File: config.mk
export PLATFORM = sky130hd
export DESIGN_NAME = pipe_adder
export DESIGN_NICKNAME = d
export VERILOG_FILES = /design/src/rtl/pipe_adder.sv
export SDC_FILE = /design/constraint.sdc
export NUM_CORES = 1
export LEC_CHECK = 0
export ABC_CLOCK_PERIOD_IN_PS = 4810
export BUFFER_PORTS_ARGS = -buffer_cell sky130_fd_sc_hd__buf_2
export CORE_AREA = 3 3 76 114
export DETAILED_ROUTE_END_ITERATION = 10
export DIE_AREA = 0 0 79 117
export MAX_ROUTING_LAYER = met4
export PLACE_DENSITY_LB_ADDON = 0.1
export SYNTH_ARGS = -nofsm -noshare
export SYNTH_HDL_FRONTEND = slang
export SYNTH_SLANG_ARGS = --single-unit
File: constraint.sdc
create_clock -name clk -period 4.81 [get_ports clk]
set_clock_uncertainty 0.15 [all_clocks]
set_input_delay 0.481 -clock clk [delete_from_list [all_inputs] [get_ports clk]]
set_output_delay 0.481 -clock clk [all_outputs]
set_load 0.005 [all_outputs]
File: src/rtl/pipe_adder.sv
// pipe_adder: N-bit signed add/subtract split into STAGES carry-chained slices, valid/ready flow control.
// Build option: define PIPE_ADDER_SAT_EN to saturate S on signed overflow.
module pipe_adder #(
    parameter int N      = 16,
    parameter int STAGES = 2
) (
    input  logic         clk,
    input  logic         rst,
    input  logic         in_valid,
    output logic         in_ready,
    input  logic [N-1:0] A,
    input  logic [N-1:0] B,
    input  logic         ci,
    input  logic         sub,
    output logic         out_valid,
    input  logic         out_ready,
    output logic [N-1:0] S,
    output logic         co,
    output logic         ovf
);
    localparam int W   = N / STAGES;
    localparam int TOP = (STAGES - 1) * W;

    if (N < 2 || STAGES < 1 || STAGES > N || (N % STAGES) != 0) begin : g_bad_cfg
        $error("pipe_adder: need N >= 2, 1 <= STAGES <= N and N divisible by STAGES");
    end

    // Stage k holds operands with slices below k already consumed (zeroed) and sum slices below k filled in.
    logic [STAGES-1:0] vld_q, vld_d;
    logic [STAGES-1:0] c_q, c_d;
    logic [N-1:0]      a_q [STAGES];
    logic [N-1:0]      a_d [STAGES];
    logic [N-1:0]      b_q [STAGES];
    logic [N-1:0]      b_d [STAGES];
    logic [N-1:0]      s_q [STAGES];
    logic [N-1:0]      s_d [STAGES];
    logic [W:0]        slc [STAGES];

    logic              out_valid_q, out_valid_d;
    logic [N-1:0]      res_q, res_d;
    logic              co_q, co_d;
    logic              ovf_q, ovf_d;

    logic              adv;
    logic [N-1:0]      s_raw;
    logic [N-1:0]      s_fin;
    logic              ovf_raw;
    logic              a_sign;

    assign adv       = !out_valid_q || out_ready;
    assign in_ready  = adv;
    assign out_valid = out_valid_q;
    assign S         = res_q;
    assign co        = co_q;
    assign ovf       = ovf_q;

    always_comb begin
        for (int k = 0; k < STAGES; k++) begin
            slc[k] = {1'b0, a_q[k][k*W +: W]} + {1'b0, b_q[k][k*W +: W]} + {{W{1'b0}}, c_q[k]};
        end
    end

    always_comb begin
        a_sign           = a_q[STAGES-1][N-1];
        s_raw            = s_q[STAGES-1];
        s_raw[TOP +: W]  = slc[STAGES-1][W-1:0];
        ovf_raw          = (a_sign == b_q[STAGES-1][N-1]) && (s_raw[N-1] != a_sign);
        s_fin            = s_raw;
`ifdef PIPE_ADDER_SAT_EN
        if (ovf_raw) begin
            s_fin = a_sign ? {1'b1, {(N-1){1'b0}}} : {1'b0, {(N-1){1'b1}}};
        end
`endif
    end

    always_comb begin
        vld_d       = vld_q;
        c_d         = c_q;
        a_d         = a_q;
        b_d         = b_q;
        s_d         = s_q;
        out_valid_d = out_valid_q;
        res_d       = res_q;
        co_d        = co_q;
        ovf_d       = ovf_q;
        if (adv) begin
            vld_d[0] = in_valid;
            if (in_valid) begin
                a_d[0] = A;
                b_d[0] = sub ? ~B : B;
                c_d[0] = sub | ci;
                s_d[0] = '0;
            end
            for (int k = 1; k < STAGES; k++) begin
                vld_d[k]                 = vld_q[k-1];
                c_d[k]                   = slc[k-1][W];
                a_d[k]                   = a_q[k-1];
                a_d[k][(k-1)*W +: W]     = '0;
                b_d[k]                   = b_q[k-1];
                b_d[k][(k-1)*W +: W]     = '0;
                s_d[k]                   = s_q[k-1];
                s_d[k][(k-1)*W +: W]     = slc[k-1][W-1:0];
            end
            out_valid_d = vld_q[STAGES-1];
            // Result registers keep their last value across bubbles.
            if (vld_q[STAGES-1]) begin
                res_d = s_fin;
                co_d  = slc[STAGES-1][W];
                ovf_d = ovf_raw;
            end
        end
    end

    always_ff @(posedge clk or posedge rst) begin
        if (rst) begin
            vld_q       <= '0;
            c_q         <= '0;
            for (int k = 0; k < STAGES; k++) begin
                a_q[k] <= '0;
                b_q[k] <= '0;
                s_q[k] <= '0;
            end
            out_valid_q <= 1'b0;
            res_q       <= '0;
            co_q        <= 1'b0;
            ovf_q       <= 1'b0;
        end else begin
            vld_q       <= vld_d;
            c_q         <= c_d;
            a_q         <= a_d;
            b_q         <= b_d;
            s_q         <= s_d;
            out_valid_q <= out_valid_d;
            res_q       <= res_d;
            co_q        <= co_d;
            ovf_q       <= ovf_d;
        end
    end

endmodule

Word level (Yosys, flattened, before mapping) --
Cells that the tools add are included.
Word-level totals: logic and storage cells 26, output and inout bits 20, bits in registers 79
Cells by class: bitwise logic cells 2, reductions and logical operators 5, equal/unequal tests 2, add/subtract/negate cells 4, multiplexer cells 1
Operator list (count):
- $add A8 B8 Y9 | 2
- $add A9 B1 Y9 | 2
- $mux W16 | 1
- $not A16 Y16 | 1
- $reduce_and A2 Y1 | 2
- $eq A1 B1 Y1 | 1
- $logic_and A1 B1 Y1 | 1
- $logic_not A1 Y1 | 1
- $logic_or A1 B1 Y1 | 1
- $ne A1 B1 Y1 | 1
- $or A1 B1 Y1 | 1

Depth between registers and ports, before layout --
Gate-level depths: netlist (run 1).
depth after elaboration 4, gate-level depth with buffers 8, mapped depth without buffers 6

Worst setup path after synthesis (run 1) --
No wires, ideal clock.
path type register to register, start register c_q[1], end register res_q[14], in the netlist S[14], arrival 1.903 ns, stages on the path, launching flop included 7, slack 2.611 ns, path buffers 0, data required time 4.514 ns, path through dfrtp_1 -> fa_1 -> fa_1 -> a211oi_1 -> o21bai_1 -> mux2_2 -> o311ai_0
On the way: word-level cells in the longest chain between the ends 1
Ends and longest elaborated chain:
- from (decl) | RTL line 30 | logic [STAGES-1:0] c_q, c_d;
- from (signal assigned) | RTL line 117 | c_q <= '0;
- from (signal assigned) | RTL line 129 | c_q <= c_d;
- $add A9 B1 Y9 | RTL line 59 | slc[k] = {1'b0, a_q[k][k*W +: W]} + {1'b0, b_q[k][k*W +: W]} + {{W{1'b0}}, c_q[k]};
- to (signal assigned) | RTL line 134 | res_q <= res_d;
- to (decl) | RTL line 40 | logic [N-1:0] res_q, res_d;
No other way between the ends. A chain may end at the register's enable or synchronous reset.

Worst setup path after layout (run 1) --
start register out_valid_q, in the netlist out_valid, end register a_q[19] (netlist name)
On the way: word-level cells in the longest chain between the ends 3
Ends and longest elaborated chain:
- from (decl) | RTL line 39 | logic out_valid_q, out_valid_d;
- from (signal assigned) | RTL line 133 | out_valid_q <= out_valid_d;
- $logic_not A1 Y1 | RTL line 50 | assign adv = !out_valid_q || out_ready;
- $logic_or A1 B1 Y1 | RTL line 50
- $reduce_and A2 Y1 (no source line)
- to (signal, indexed assignment) | RTL line 119 | a_q[k] <= '0;
- to (signal assigned) | RTL line 130 | a_q <= a_d;
- to (decl) | RTL line 31 | logic [N-1:0] a_q [STAGES];
No other way between the ends.

==> impl_metrics.py, run 1 <==
metrics = {
    "run_status": {
        "status": "finished clean",
    },
    "timing": {
        "hold_viol": 0,
        "relSlewSlack": 0.303,
        "fin_ws_ns": 2.31,
        "drv_slew": 0,
        "fin_crit_sh": 0.520,
        "post-route-min-period_ns": 2.50,
        "tightest_slew_ns": 1.04,
        "rsz0062_at_grt": "no",
        "setup_viol": 0,
        "fmax_mhz": 400,
        "finalSetupTns_ns": 0,
    },
    "clock_network": {
        "cts_setup_buffers": 0,
        "clock_path_buffers": 2,
        "cts-root-buf": "clkbuf_16",
        "cts_tree": "built",
        "cts.repair.resized": 0,
        "clk_latency_ns": 0.33,
        "clk_pin_slew_worst_paths_ns": 0.06,
        "numCtsBuffers": 9,
        "cts_sinks": 79,
        "postCtsHoldBufs": 0,
        "cts.htree.levels": 3,
    },
    "logic_synthesis": {
        "synth.distinct_cells": 45,
        "synth_nets": 416,
        "synth_area_per_cell_um2": 10.7,
        "synthArstFlopShare": 1.00,
        "syn-instance-count": 360,
        "synth_seq_cells": 79,
        "synth_warnings": 0,
        "synth-edff-count": 0,
        "seq_area_frac_synth": 0.515,
        "netlist_area_um2": 3830,
        "dominantRegCellSynth": "dfrtp_1",
    },
    "power_and_ir_drop": {
        "leakage_nw": 2.12,
        "vdd_drop_max_mv": 0.262,
        "p_per_area_nw_per_um2": 623,
    },
    "final_layout": {
        "area_growth_pct": 16.6,
        "layout-drive-gt1-share": 0.252,
        "fin_util": 0.580,
        "num_antenna_cells": 0,
        "final_common_cell": "nand2_1",
        "fin_nets": 468,
        "fillers": 713,
        "multi_input_area_um2": 1760,
        "most-common-layout-cells": "nand2_1 (88), dfrtp_1 (79), buf_2 (57)",
        "register_area_um2": 1980,
    },
    "global_routing": {
        "top_usage_layer": "met2",
        "overflow": 0,
        "grt_first_pass_wirelength_mm": 12.4,
        "met1_usage": 0.224,
        "grt_pass1_vias": 2618,
        "grt_use_met2": 0.269,
        "grt_antenna_before_repair": 0,
        "grtUsageTotal": 0.176,
        "grt_max_degree": 53,
        "grt_util_met3": 0.0352,
    },
    "placement": {
        "hpwl_mm": 5.16,
        "gp_congestion": 0.829,
        "place_ws_ns": 2.05,
        "io_buffers": 57,
    },
    "routing": {
        "wl_per_cell_um": 13.6,
        "vias": 2676,
        "drt_iter0_drc": 146,
        "dr.pass1.iters": 4,
        "drt_wl_total_mm": 7.08,
        "remaining_drc_errors": 0,
        "vias_per_cell": 5.16,
        "antenna_left": 0,
    },
    "min_path": {
        "holdCritPathClass": "input port to flop",
    },
    "critical_path": {
        "worst-endpoint-arrival_ns": 2.56,
        "cp_data_required_time_ns": 4.87,
        "end_kind": "flop",
        "cp-start-kind": "flop",
        "cp_max_fo": 51,
        "crit_type": "flop to flop",
        "r2r_setup_slack_ns": 2.31,
    },
    "floorplanning": {
        "start_util": 0.497,
        "dieWidth_um": 79,
        "die_h_um": 117,
        "die-area_um2": 9240,
        "io_pins": 58,
        "coreArea_um2": 7710,
        "num_rows": 39,
    },
    "run": {
        "cap_violations": 0,
    },
}
## path summary, 6_finish.rpt
kind	depth (start not counted)	start	to
min reg2reg	2	s_fin[0]	s_fin[0]
min in group asynchronous	2	rst	b_q[27]
max reg2reg	6	out_valid	a_q[19]
max	6	out_valid	a_q[19]
min	2	A[4]	a_q[20]
max in group asynchronous	3	rst	b_q[12]
## logic make-up after synthesis
kind of cell	Yosys count	synth area share
AOI/OAI and AO/OA	68	0.112
xor gates and xnor gates	20	0.0457
adders and majority gates	18	0.0666
buffers and inverters	22	0.0268
DFF	79	0.515
muxes	29	0.0845
and+or+nand+nor	124	0.149
## cells in the mapped netlist (2+ instances only)
library cell | n | area share
nand2_1 | 88 | 0.086
dfrtp_1 | 79 | 0.52
o21ai_0 | 29 | 0.038
mux2_2 | 27 | 0.079
xnor2_1 | 18 | 0.041
ha_1 | 14 | 0.046
buf_2 | 10 | 0.013
a21oi_1 | 9 | 0.012
nand3_1 | 8 | 0.010
a211oi_1 | 7 | 0.014
nor3_1 | 6 | 0.0078
clkbuf_1 | 5 | 0.0049
nor3b_1 | 5 | 0.0098
a21o_1 | 4 | 0.0078
fa_1 | 4 | 0.021
a211o_1 | 3 | 0.0069
buf_1 | 3 | 0.0029
nor2_1 | 3 | 0.0029
o21bai_1 | 3 | 0.0059
a221oi_1 | 2 | 0.0046
a22oi_1 | 2 | 0.0039
and4b_1 | 2 | 0.0052
inv_1 | 2 | 0.0020
mux2i_1 | 2 | 0.0052
nand2b_1 | 2 | 0.0033
nand4b_1 | 2 | 0.0046
o21a_1 | 2 | 0.0039
xor2_1 | 2 | 0.0046
## stage by stage
stage	hold slack, ns	std cells	cell area [um2]	total power, mW
after CTS	0.214	519	4470	2.82
after global routing	0.221	519	4470	3.03
after detailed placement	0.306	503	4180	2.15
after global placement	0.298	503	4180	2.11
after floorplan	0.285	360	3830	1.85
final	0.224	519	4470	2.78
## state kept, by name, summed over array words and instances, names as in the netlist
name / cells
S: 16
co: 1
s_fin: 8
vld_q: 2
ovf: 1
c_q: 2
out_valid: 1
b_q: 24
a_q: 24
## final cells by class
class	count	area share
Sequential cell	79	0.442
Tap cell	102	0.0285
Multi-Input combinational cell	259	0.393
Clock inverter	4	0.0101
Clock buffer	12	0.0551
Timing Repair Buffer	60	0.0688
Inverter	3	0.00252
## power breakdown
part           internal [mW]  switching [mW]  leakage [nW]  total (mW)
Sequential             0.917           0.154         0.949        1.07
Clock                  0.413           0.248         0.146       0.661
Combinational          0.508           0.545          1.03        1.05
Total                   1.84           0.947          2.12        2.78
## worst max-delay path: stages, from the launching register on
cell	delay, ns
dfrtp_1	0.33
nor2b_4	0.60
inv_2	0.08
buf_4	0.27
nand2_1	0.11
buf_4	0.41
mux2_2	0.40
## routing by layer
metal | wire (um) | up-vias
met4 | 193 | 0
met1 | 3280 | 1245
met5 | 0 | -
met3 | 274 | 15
met2 | 3330 | 52
li1 | - | 1364
No activity file was read; power rests on OpenSTA's default activity.
==> run 2, diff against run 1 <==
Settings changed: ABC_CLOCK_PERIOD_IN_PS 4810 to 2300.
Clock period 4.81 ns to 2.3 ns, I/O delays scaled along.
==> run 2 against run 1 <==
  * Register-to-register slack got worse by 2.2 ns
  * Via count rose by 3.1%
  * Power rose by 120%
  * Core utilization rose by 3.6 points
  * Maximum frequency rose by 14%
  * Combinational power rose by 120%
==> impl_metrics.py, run 2 (synthesis gave the netlist of run 1 again) <==
metrics = {
    "routing": {
        "drt_iter0_drc": 105,
        "drt_wl_total_mm": 7.51,
        "antenna_left": 0,
        "dr.pass1.iters": 4,
        "vias_per_cell": 5.09,
        "wl_per_cell_um": 13.9,
        "remaining_drc_errors": 0,
        "vias": 2759,
    },
    "timing": {
        "tightest_slew_ns": 0.449,
        "drv_slew": 0,
        "setup_viol": 0,
        "finalSetupTns_ns": 0,
        "relSlewSlack": 0.701,
        "fin_ws_ns": 0.104,
        "fin_crit_sh": 0.955,
        "rsz0062_at_grt": "no",
        "post-route-min-period_ns": 2.20,
        "fmax_mhz": 455,
        "hold_viol": 0,
    },
    "clock_network": {
        "clk_pin_slew_worst_paths_ns": 0.06,
        "cts_tree": "built",
        "clock_path_buffers": 2,
        "numCtsBuffers": 9,
        "cts_sinks": 79,
        "cts-root-buf": "clkbuf_16",
        "clk_latency_ns": 0.34,
        "cts.htree.levels": 3,
    },
    "final_layout": {
        "num_antenna_cells": 0,
        "area_growth_pct": 23.8,
        "most-common-layout-cells": "nand2_1 (88), dfrtp_1 (79), buf_2 (57)",
        "design_area_um2": 4750,
        "layout-drive-gt1-share": 0.268,
        "fin_nets": 491,
        "final_common_cell": "nand2_1",
    },
    "critical_path": {
        "max_stage_delay_ns": 0.44,
        "worst-endpoint-arrival_ns": 2.27,
        "crit_buf_inv": 0,
        "crit_type": "flop to flop",
        "cp_data_required_time_ns": 2.37,
        "r2r_setup_slack_ns": 0.10,
        "end_kind": "flop",
        "crit_family": "adder cells",
        "cp-start-kind": "flop",
        "cp_max_fo": 3,
        "r2r-start": "c_q[1]",
        "timing.critical_path.mode_cell": "fa_2",
        "crit_path_cell_trace": "fa_2 > fa_2 > a211oi_1 > o21bai_1 > mux2_2 > o311ai_0",
        "cp_slowest_cell": "fa_2",
        "crit_start": "c_q[1]",
    },
    "placement": {
        "gp_congestion": 0.839,
        "place_ws_ns": -0.0123,
        "dpl-instance-area_um2": 4250,
        "io_buffers": 57,
        "hpwl_mm": 5.20,
    },
    "global_routing": {
        "overflow": 0,
        "grtUsageTotal": 0.183,
        "grt_max_degree": 80,
        "grt_first_pass_wirelength_mm": 12.8,
        "grt_pass1_vias": 2807,
        "grt_antenna_before_repair": 0,
    },
    "min_path": {
        "holdCritStartpoint": "B[13]",
        "holdCritPathClass": "input port to flop",
    },
    "floorplanning": {
        "start_util": 0.497,
        "die-area_um2": 9240,
        "coreArea_um2": 7710,
        "die_h_um": 117,
        "dieWidth_um": 79,
        "num_rows": 39,
        "io_pins": 58,
    },
    "power_and_ir_drop": {
        "vdd_drop_max_mv": 0.729,
        "p_per_area_nw_per_um2": 1270,
        "leakage_nw": 2.23,
    },
    "run": {
        "cap_violations": 0,
    },
    "run_status": {
        "status": "finished clean",
    },
}
run 2: changes by cell type in the layout (fill, tap and decap cells not counted), sizes merged:
| cell | delta |
|---|---|
| buf | +6 |
| clkbuf | -1 |
| clkinvlp | +2 |
| dlygate4sd3 | +17 |
| inv | -1 |
run 2: worst register-to-register path, stage by stage (launching register included):
cell      delay, ns
dfrtp_1        0.42
fa_2           0.44
fa_2           0.36
a211oi_1       0.21
o21bai_1       0.13
mux2_2         0.28
o311ai_0       0.09
run 2: through the flow:
step / total power, mW / utilization / instances / hold WS [ns]
2_1_floorplan: 3.88 / - / 360 / 0.230
3_3_place_gp: 4.52 / 0.552 / 509 / 0.228
3_5_place_dp: 4.60 / 0.552 / 509 / 0.232
4_1_cts: 6.09 / 0.615 / 542 / 0.0199
5_1_grt: 6.53 / 0.616 / 542 / 0.0309
6_report: 6.04 / 0.616 / 542 / 0.0257
run 2: path summary, 6_finish.rpt:
path / to / cells past startpoint
max: S[14] / 6
min: b_q[29] / 3
max reg2reg: S[14] / 6
min reg2reg: s_fin[1] / 2
max in group asynchronous: b_q[26] / 4
min in group asynchronous: s_fin[1] / 4
run 2: timing repair:
item,in CTS,in global routing
hold buffers,17,0
hold endpoints to repair,95,0
setup buffers,0,0
gates resized for setup,2,3
setup endpoints to repair,2,7
pin swaps,0,0
run 2: power by group:
part	total [mW]	internal [mW]	switching, mW
logic	2.35	1.17	1.18
registers	2.25	1.92	0.335
clock network	1.44	0.897	0.548
total	6.04	3.98	2.06
run 2: area by class of cell:
cell class              count  area (um2)
repair buffers             83         548
flip-flops and latches     79        1980
clock buffers              11         253
fillers                   686        2960
clock inverters             5        56.3
inverters                   3        15.0
well taps                 102         128
multi-input cells         259        1770
run 2: per-layer routing:
layer / vias up / wire length [um] / GRT usage
li1: 1409 / - / -
met1: 1288 / 3560 / 0.231
met2: 53 / 3490 / 0.289
met3: 9 / 309 / 0.0421
met4: 0 / 142 / 0.0700
met5: - / 0 / -
